### config.mk
export PLATFORM = sky130hd
export DESIGN_NAME = ref_buffer_fetch
export DESIGN_NICKNAME = d
export VERILOG_FILES = /design/src/rtl/caf_ref_pkg.sv /design/src/rtl/ref_sample_fifo.sv /design/src/rtl/ref_buffer_fetch.sv
export SDC_FILE = /design/constraint.sdc
export NUM_CORES = 1
export LEC_CHECK = 0
export BUFFER_PORTS_ARGS = -buffer_cell sky130_fd_sc_hd__buf_2
export CORE_UTILIZATION = 25
export DETAILED_ROUTE_END_ITERATION = 12
export GPL_ROUTABILITY_DRIVEN = 0
export HOLD_SLACK_MARGIN = 0.06
export SETUP_SLACK_MARGIN = 0.2
export SYNTH_ARGS = -nofsm -noshare
export SYNTH_HDL_FRONTEND = slang
export SYNTH_SLANG_ARGS = --single-unit
### constraint.sdc
create_clock -name clk -period 6.37 [get_ports clk]
set_input_delay 0 -clock clk [delete_from_list [all_inputs] [get_ports clk]]
set_output_delay 0 -clock clk [all_outputs]
set_load 0.05 [all_outputs]
### src/rtl/caf_ref_pkg.sv
// Shared types for the CAF reference-buffer fetch path: FSM states,
// the buffered sample word and circular address arithmetic.
package caf_ref_pkg;

    localparam int SAMPLE_I_BITS = 12;
    localparam int SAMPLE_Q_BITS = 12;

    typedef enum logic [1:0] {
        IDLE,
        FETCH,
        DRAIN,
        DONE
    } fetch_state_e;

    typedef struct packed {
        logic signed [SAMPLE_I_BITS-1:0] i;
        logic signed [SAMPLE_Q_BITS-1:0] q;
        logic                            last;
    } sample_t;

    // Next address in a circular buffer of len entries.
    function automatic int unsigned wrap_inc(int unsigned addr, int unsigned len);
        return (addr + 1 >= len) ? 0 : addr + 1;
    endfunction

endpackage

### src/rtl/ref_sample_fifo.sv
// Small synchronous sample FIFO; push on full is accepted only when a pop
// frees the head slot in the same cycle.
module ref_sample_fifo
    import caf_ref_pkg::*;
#(
    parameter int DEPTH = 4,
    parameter int CNT_W = $clog2(DEPTH) + 1
) (
    input  logic             clk,
    input  logic             reset,
    input  logic             push,
    input  sample_t          wdata,
    input  logic             pop,
    output sample_t          rdata,
    output logic [CNT_W-1:0] count,
    output logic             full,
    output logic             empty
);

    localparam int PTR_W = $clog2(DEPTH);

    sample_t          mem_q [DEPTH];
    sample_t          mem_d [DEPTH];
    logic [PTR_W-1:0] wr_ptr_q, wr_ptr_d;
    logic [PTR_W-1:0] rd_ptr_q, rd_ptr_d;
    logic [CNT_W-1:0] count_q, count_d;
    logic             do_push, do_pop;

    assign full    = count_q == CNT_W'(DEPTH);
    assign empty   = count_q == '0;
    assign count   = count_q;
    assign rdata   = mem_q[rd_ptr_q];
    assign do_pop  = pop && !empty;
    assign do_push = push && (!full || do_pop);

    always_comb begin
        mem_d    = mem_q;
        wr_ptr_d = wr_ptr_q + PTR_W'(do_push);
        rd_ptr_d = rd_ptr_q + PTR_W'(do_pop);
        count_d  = count_q + CNT_W'(do_push) - CNT_W'(do_pop);
        if (do_push) begin
            mem_d[wr_ptr_q] = wdata;
        end
    end

    always_ff @(posedge clk or posedge reset) begin
        if (reset) begin
            for (int k = 0; k < DEPTH; k++) begin
                mem_q[k] <= '0;
            end
            wr_ptr_q <= '0;
            rd_ptr_q <= '0;
            count_q  <= '0;
        end else begin
            mem_q    <= mem_d;
            wr_ptr_q <= wr_ptr_d;
            rd_ptr_q <= rd_ptr_d;
            count_q  <= count_d;
        end
    end

endmodule

### src/rtl/ref_buffer_fetch.sv
// Reference-buffer read initiator: sweeps a circular address window and
// streams returned I/Q samples through a credit-managed output FIFO.
module ref_buffer_fetch
    import caf_ref_pkg::*;
#(
    parameter int I_BITS        = SAMPLE_I_BITS,
    parameter int Q_BITS        = SAMPLE_Q_BITS,
    parameter int INDEX_BITS    = 10,
    parameter int BUFFER_LENGTH = 1000,
    parameter int FIFO_DEPTH    = 4
) (
    input  logic                     clk,
    input  logic                     reset,
    input  logic                     start,
    input  logic [INDEX_BITS-1:0]    start_addr,
    input  logic [INDEX_BITS:0]      count,
    output logic                     m_axi_rvalid,
    output logic [INDEX_BITS-1:0]    m_axi_raddr,
    input  logic                     s_axi_rready,
    input  logic                     s_axi_rvalid,
    output logic                     m_axi_rready,
    input  logic signed [I_BITS-1:0] i,
    input  logic signed [Q_BITS-1:0] q,
    output logic                     out_valid,
    input  logic                     out_ready,
    output logic signed [I_BITS-1:0] out_i,
    output logic signed [Q_BITS-1:0] out_q,
    output logic                     out_last,
    output logic                     busy,
    output logic                     done,
    output logic                     error
);

    localparam int CNT_W = $clog2(FIFO_DEPTH) + 1;
    localparam int LEN_W = INDEX_BITS + 1;

    fetch_state_e          state_q, state_d;
    logic [INDEX_BITS-1:0] raddr_q, raddr_d;
    logic [LEN_W-1:0]      count_q, count_d;
    logic [LEN_W-1:0]      issued_q, issued_d;
    logic [LEN_W-1:0]      returned_q, returned_d;
    logic [CNT_W-1:0]      outstanding_q, outstanding_d;
    logic                  error_q, error_d;

    sample_t          push_word, head_word;
    logic             push, pop, fifo_full, fifo_empty;
    logic [CNT_W-1:0] fifo_count;
    logic             credit_ok, addr_hs;

    // A read is only issued when its sample is guaranteed a FIFO slot.
    assign credit_ok = (int'(outstanding_q) + int'(fifo_count)) < FIFO_DEPTH
                       && !fifo_full;

    assign busy         = state_q != IDLE;
    assign done         = state_q == DONE;
    assign error        = error_q;
    assign m_axi_rready = busy;
    assign m_axi_rvalid = (state_q == FETCH) && (issued_q < count_q) && credit_ok;
    assign m_axi_raddr  = raddr_q;
    assign addr_hs      = m_axi_rvalid && s_axi_rready;
    assign push         = m_axi_rready && s_axi_rvalid;

    assign out_valid = !fifo_empty;
    assign pop       = out_valid && out_ready;
    assign out_i     = out_valid ? head_word.i : '0;
    assign out_q     = out_valid ? head_word.q : '0;
    assign out_last  = out_valid && head_word.last;

    always_comb begin
        push_word.i    = i;
        push_word.q    = q;
        push_word.last = (returned_q + LEN_W'(1)) == count_q;
    end

    ref_sample_fifo #(
        .DEPTH (FIFO_DEPTH),
        .CNT_W (CNT_W)
    ) u_fifo (
        .clk   (clk),
        .reset (reset),
        .push  (push),
        .wdata (push_word),
        .pop   (pop),
        .rdata (head_word),
        .count (fifo_count),
        .full  (fifo_full),
        .empty (fifo_empty)
    );

    always_comb begin
        state_d       = state_q;
        raddr_d       = raddr_q;
        count_d       = count_q;
        issued_d      = issued_q;
        returned_d    = returned_q;
        error_d       = 1'b0;
        outstanding_d = outstanding_q + CNT_W'(addr_hs) - CNT_W'(push);

        if (addr_hs) begin
            raddr_d  = INDEX_BITS'(wrap_inc(32'(raddr_q), BUFFER_LENGTH));
            issued_d = issued_q + LEN_W'(1);
        end
        if (push) begin
            returned_d = returned_q + LEN_W'(1);
        end

        unique case (state_q)
            IDLE: begin
                if (start) begin
                    if (int'(start_addr) >= BUFFER_LENGTH) begin
                        error_d = 1'b1;
                    end else if (count == '0) begin
                        state_d = DONE;
                    end else begin
                        state_d    = FETCH;
                        raddr_d    = start_addr;
                        count_d    = count;
                        issued_d   = '0;
                        returned_d = '0;
                    end
                end
            end
            FETCH: begin
                if (addr_hs && (issued_q + LEN_W'(1)) == count_q) begin
                    state_d = DRAIN;
                end
            end
            DRAIN: begin
                // Popping the tagged word means nothing else is buffered or in flight.
                if (pop && head_word.last && outstanding_q == '0
                    && fifo_count == CNT_W'(1)) begin
                    state_d = DONE;
                end
            end
            DONE: begin
                state_d = IDLE;
            end
            default: begin
                state_d = IDLE;
            end
        endcase
    end

    always_ff @(posedge clk or posedge reset) begin
        if (reset) begin
            state_q       <= IDLE;
            raddr_q       <= '0;
            count_q       <= '0;
            issued_q      <= '0;
            returned_q    <= '0;
            outstanding_q <= '0;
            error_q       <= 1'b0;
        end else begin
            state_q       <= state_d;
            raddr_q       <= raddr_d;
            count_q       <= count_d;
            issued_q      <= issued_d;
            returned_q    <= returned_d;
            outstanding_q <= outstanding_d;
            error_q       <= error_d;
        end
    end

endmodule
# [Yosys cells after proc, flatten, opt, wreduce, memory -nomap -nowiden]
# Index checks and enable logic that the tools add are counted.
[word_totals] wordCells=111 out_inout_bits=41 input_bits=51 ff_bits=156
[op_classes] order_cmp=7 eq_ne=11 reduce_logical=24 bitwise_logic=4 add_sub_neg=10 muxes=33
[op_table] operator="two-way mux 11 bit" n=10
[op_table] operator="bitwise mux 100 bit" n=1
[op_table] operator="two-way mux 25 bit" n=3
[op_table] operator="two-way mux 10 bit" n=6
[op_table] operator="binary-select mux 25 bit (select 2 bit)" n=1
[op_table] operator="demux 25 bit (select 2 bit)" n=1
[op_table] operator="two-way mux 12 bit" n=2
[op_table] operator="adder 11 x 1 -> 11 bit, second input constant" n=2
[op_table] operator="equality test 11 bit" n=2
[op_table] operator="logical AND 1 bit" n=14
[op_table] operator="adder 10 x 1 -> 11 bit, second input constant" n=1
[op_table] operator="greater-or-equal comparator 11 x 10 -> 1 bit, second input constant" n=1
[op_table] operator="logical NOT 11 bit" n=1
[op_table] operator="less-than comparator 11 bit" n=1
[op_table] operator="greater-or-equal comparator 10 bit, second input constant" n=1
[op_table] operator="two-way mux 2 bit" n=5
[op_table] operator="case mux 2 bit (4 select lines)" n=1
[op_table] operator="AND reduction 4 bit" n=2
[op_table] operator="adder 3 x 1 -> 3 bit" n=2
[op_table] operator="greater-or-equal comparator 3 bit, second input constant" n=2
[op_table] operator="logical NOT 3 bit" n=2
[op_table] operator="!= test 2 bit, second input constant" n=3
[op_table] operator="NOT 2 -> 3 bit" n=2
[op_table] operator="subtractor 3 x 1 -> 3 bit" n=2
[op_table] operator="other kinds (15)" n=21

# [Depth between registers and ports, before layout]
[logic_depth] depth_word=10 depth_mapped=13 mapped_depth_nobuf=11

# [Modules after synthesis]
# From an unflattened synthesis, not the netlist that was laid out.
[unflattened] cells_unflattened=716 area_unflattened_um2=8544.4
[by_module_without_submodules] mod="ref_sample_fifo" area_each_um2=4819.6 cells_per_inst=273 instances=1 seq_area_each_um2=2677.6
[by_module_without_submodules] mod="ref_buffer_fetch" area_each_um2=3724.8 cells_per_inst=443 instances=1 seq_area_each_um2=1226.2

# [Worst setup path before layout]
# No wires, ideal clock.
[synth_path] path_type="reg2reg" from="register issued_q[6]" to="register outstanding_q[1]" setup_ns=0.135 synth_period_minus_slack_ns=2.984 setup_slack_ns=3.386 arrival_time_ns=2.849 path_buffers=2 stages_incl_launch_ff=12 required_ns=6.235 path_cell_list="dfrtp_1 ha_1 nand4_1 and3_1 a21oi_1 nand4b_1 clkbuf_1 clkbuf_1 ha_1 inv_1 ha_1 fa_1"
[synth_between] elab_chain_cells=6
[synth_lines] item="start, declared" line="ref_buffer_fetch.sv:40" rtl="logic [LEN_W-1:0] issued_q, issued_d;"
[synth_lines] item="start signal, assigned" line="ref_buffer_fetch.sv:157" rtl="issued_q <= issued_d;"
[synth_lines] item="less-than comparator 11 bit" line="ref_buffer_fetch.sv:58" rtl="assign m_axi_rvalid = (state_q == FETCH) && (issued_q < count_q) && credit_ok;"
[synth_lines] item="logical AND 1 bit (2 in series)" line="ref_buffer_fetch.sv:58"
[synth_lines] item="logical AND 1 bit" line="ref_buffer_fetch.sv:60" rtl="assign addr_hs = m_axi_rvalid && s_axi_rready;"
[synth_lines] item="adder 3 x 1 -> 3 bit" line="ref_buffer_fetch.sv:97" rtl="outstanding_d = outstanding_q + CNT_W'(addr_hs) - CNT_W'(push);"
[synth_lines] item="subtractor 3 x 1 -> 3 bit" line="ref_buffer_fetch.sv:97"
[synth_lines] item="net outstanding_d[1]" line="ref_buffer_fetch.sv:42" rtl="logic [CNT_W-1:0] outstanding_q, outstanding_d;"
[synth_lines] item="end signal, assigned" line="ref_buffer_fetch.sv:159" rtl="outstanding_q <= outstanding_d;"
[synth_lines] item="end, declared" line="ref_buffer_fetch.sv:42"
# The timed path passes the listed nets, and every way through them passes these cells.
# A chain may end at the register's enable or synchronous reset.

# [Worst setup path after layout]
[layout_path] from="register count_q[5]" to="register state_q[1]"
[layout_between] elab_chain_cells=7 elab_cells_between_ends=8 classes_between="1 x order compare; 2 x eq/ne; 5 x reduce/logical"
[layout_lines] item="start, declared" line="ref_buffer_fetch.sv:39" rtl="logic [LEN_W-1:0] count_q, count_d;"
[layout_lines] item="start signal, assigned" line="ref_buffer_fetch.sv:156" rtl="count_q <= count_d;"
[layout_lines] item="less-than comparator 11 bit" line="ref_buffer_fetch.sv:58"
[layout_lines] item="logical AND 1 bit (2 in series)" line="ref_buffer_fetch.sv:58"
[layout_lines] item="logical AND 1 bit" line="ref_buffer_fetch.sv:60"
[layout_lines] item="logical AND 1 bit *" line="ref_buffer_fetch.sv:124" rtl="if (addr_hs && (issued_q + LEN_W'(1)) == count_q) begin"
[layout_lines] item="!= test 2 x 1 -> 1 bit (no source line) *"
[layout_lines] item="AND reduction 4 bit (no source line) *"
[layout_lines] item="end signal, assigned" line="ref_buffer_fetch.sv:154" rtl="state_q <= state_d;"
[layout_lines] item="end, declared" line="ref_buffer_fetch.sv:37" rtl="fetch_state_e state_q, state_d;"
# Every way passes the cells marked *; elsewhere a longest branch is shown, timed or not.

==> impl_metrics.yaml <==
yosys:
  ys_ff_latch: 156
  ys_types: 61
  ys_seq_area_share_pct: 47.07
  ys.flop_type: "dfrtp_1"
  syn_area_per_cell_um2: 11.44
  syn_inst: 725
  async_reset_ff_share_pct: 100.0
  synth_edf_count: 0
  syn_nets: 804
  syn_area_um2: 8294
  ys_warn_count: 0
layout:
  area_delta_synth_final_pct: 24.36
  diodes: 0
  drive_gt1_share_pct: 31.15
  layout.nets: 936
pwr:
  p_total_uw: 5520
  ir_drop_uv: 369.8
  power.leakage_uw: 0.004357
  p_per_area_nw_per_um2: 535.2
critical_path:
  critPathCapture: "state_q[1]"
  rr_endpoint: "state_q[1]"
  crit_fanout: 34
  r2r_slack_ns: 3.41
  crit_path_start: "count_q[5]"
  cp_data_required_time_ns: 6.68
  crit_arrival_ns: 3.27
  crit_path_end_kind: "flop"
  r2r_start: "count_q[5]"
  r2r_cells: 10
  path_class: "reg -> reg"
  cp-start-kind: "flop"
drt:
  viasPerCell: 4.559
  drt-pass1-iter-count: 4
  drc: 0
  wire_per_inst_um: 15.29
  drt_iter0_drc: 325
  drt_wl_total_um: 20060
  vias: 5982
  postRouteAntennaNets: 0
grt:
  antenna_found_initial: 1
  grt_max_degree: 85
  gr-total-overflow: 0
  grt_pass1_wl_um: 32870
  grt_util_all_layers_pct: 12.46
  grt_pass1_vias: 6020
clock_network:
  cts_sinks: 156
  root_buffer: "clkbuf_16"
  cts_max_level: 4
  cts_tree: "built"
  clockBufferDepth: 2
  path_clk_slew_ns: 0.07
  worstSkewPairLatency_ns: 0.44
  numCtsBuffers: 17
  ctsResizeCount: 0
floorplan:
  core_area_um2: 32620
  initial_utilization_pct: 25.43
  pin_count: 92
  dieArea_um2: 33910
  num_rows: 66
  die_h_um: 184.1
  die-width_um: 184.1
timing:
  drv_slew: 0
  rsz0062_at_grt: "false"
  fin_skew_ns: 0.01310
  setup_tns_ns: 0
  hold_viol_final: 0
  finalCritPeriodShare_pct: 46.53
  setup_viol: 0
  fmax_mhz: 337.4
  fin_crit_ns: 2.964
  slew_headroom_pct: 36.20
  worst_pin_slew_ns: 0.9570
worst_hold_path:
  min_from: "out_ready"
  hold_class: "in -> reg"
placement:
  io_buffers: 91
  dp_hpwl_um: 13180
run_status:
  status: "finished clean"
job:
  maxCapViolCount: 0
layout by cell type, fill, tap and decap left out, drive strengths merged, types with 3 or more instances in the layout:
cell / n
dfrtp: 156
buf: 101
mux2: 98
nor2: 49
dlygate4sd3: 48
nand2: 40
inv: 38
xnor2: 30
nor2b: 29
o21ai: 29
ha: 26
mux4: 25
nand3: 24
a21oi: 24
xor2: 21
clkbuf: 19
nor3: 16
nand4: 13
nor4: 8
and3: 7
nand3b: 5
and2: 4
clkinvlp: 4
or2: 3
nand2b: 3
or3: 3
o32ai: 3
clkinv: 3
mux2i: 3
where the power goes:
part | total, uW | internal (uW) | switching [uW]
sequential | 1750 | 1430 | 318
clock | 998 | 547 | 451
combinational | 2780 | 1140 | 1640
total | 5520 | 3110 | 2410
worst max-delay path: stages (launching register included):
cell and delay (ns):
dfrtp_1 0.42, inv_1 0.09, ha_1 0.33, nand4_1 0.10, and3_1 0.16, a21oi_1 0.09
nand4b_1 0.24, buf_4 0.29, a2111o_1 0.38, a222oi_1 0.37, mux2_1 0.37
area by class of cell:
| cell class | instances | area, um2 |
|---|---|---|
| clock buffer | 19 | 432.9 |
| timing repair buffer | 149 | 1011 |
| multi-input combinational | 500 | 4151 |
| sequential | 156 | 3905 |
| clock inverter | 13 | 132.6 |
| tap | 442 | 553.0 |
| fill | 3311 | 22300 |
| inverter | 33 | 128.9 |
state kept, by name (all words and copies together) (netlist names):
name,count
returned_q,11
issued_q,11
u_fifo.wr_ptr_q,2
u_fifo.count,3
u_fifo.rd_ptr_q,2
m_axi_raddr,10
error,1
u_fifo.mem_q,100
state_q,2
outstanding_q,3
count_q,11
metrics by stage:
stage	utilization, %	hold WS [ns]	instances	worst slack (ns)	area (um2)
global route	31.62	0.1288	1312	3.147	10310
finish	31.62	0.07066	1312	3.406	10310
global placement	28.42	0.2077	1232	3.471	9269
CTS	31.62	0.07326	1312	3.400	10310
detailed placement	28.42	0.2140	1232	3.409	9269
floorplan	-	0.1157	725	2.163	8294
timing repair:
| item | in CTS | in global routing |
|---|---|---|
| buffers inserted | 0 | 0 |
| hold endpoints to repair | 202 | 0 |
| hold buffers | 48 | 0 |
cells by family (layout without fill, tap and decap cells):
logic type               count (synthesis)  in the layout  share of synthesized area [%]
AO/OA/AOI/OAI                           82             82                          6.291
XOR/XNOR                                51             51                          5.385
adder cells (fa/ha/maj)                 28             28                          4.405
buffers and inverters                   69            214                          3.198
flip-flops                             156            156                          47.07
multiplexers                           126            126                          20.50
AND/OR/NAND/NOR                        213            213                          13.15
worst min-delay path by stage:
stage / cells after the start / end
2_1_floorplan: 2 / m_axi_raddr[8]
3_3_place_gp: 2 / u_fifo.mem_q[13]
3_5_place_dp: 2 / u_fifo.mem_q[88]
4_1_cts: 4 / u_fifo.rd_ptr_q[0]
5_1_grt: 4 / u_fifo.rd_ptr_q[0]
6_report: 4 / u_fifo.rd_ptr_q[0]
layer usage:
layer / track usage [%] / share of wire [%] / vias to the layer above / wire length (um)
li1: - / - / 2844 / -
met4: 3.233 / 0.99 / 2 / 199
met2: 19.12 / 45 / 142 / 9055
met1: 16.96 / 48 / 2979 / 9574
met3: 3.754 / 6.1 / 15 / 1215
met5: 0 / 0.080 / - / 16
synthesized netlist by cell type, types with 5 or more instances:
| cell type | number | area share [%] |
|---|---|---|
| and3_1 | 7 | 0.53 |
| xnor2_1 | 30 | 3.2 |
| ha_1 | 26 | 3.9 |
| xor2_1 | 21 | 2.2 |
| nor2b_1 | 29 | 2.2 |
| nand4_1 | 13 | 0.98 |
| nor3_1 | 16 | 0.97 |
| mux4_2 | 25 | 6.8 |
| nand3b_1 | 5 | 0.45 |
| a21oi_1 | 24 | 1.4 |
| dfrtp_1 | 156 | 47 |
| nor2_1 | 49 | 2.2 |
| nor4_1 | 8 | 0.60 |
| clkbuf_1 | 29 | 1.3 |
| o21ai_0 | 28 | 1.7 |
| inv_1 | 32 | 1.4 |
| mux2_2 | 97 | 13 |
| nand2_1 | 40 | 1.8 |
| nand3_1 | 24 | 1.4 |
(Power assumes the default switching activity.)
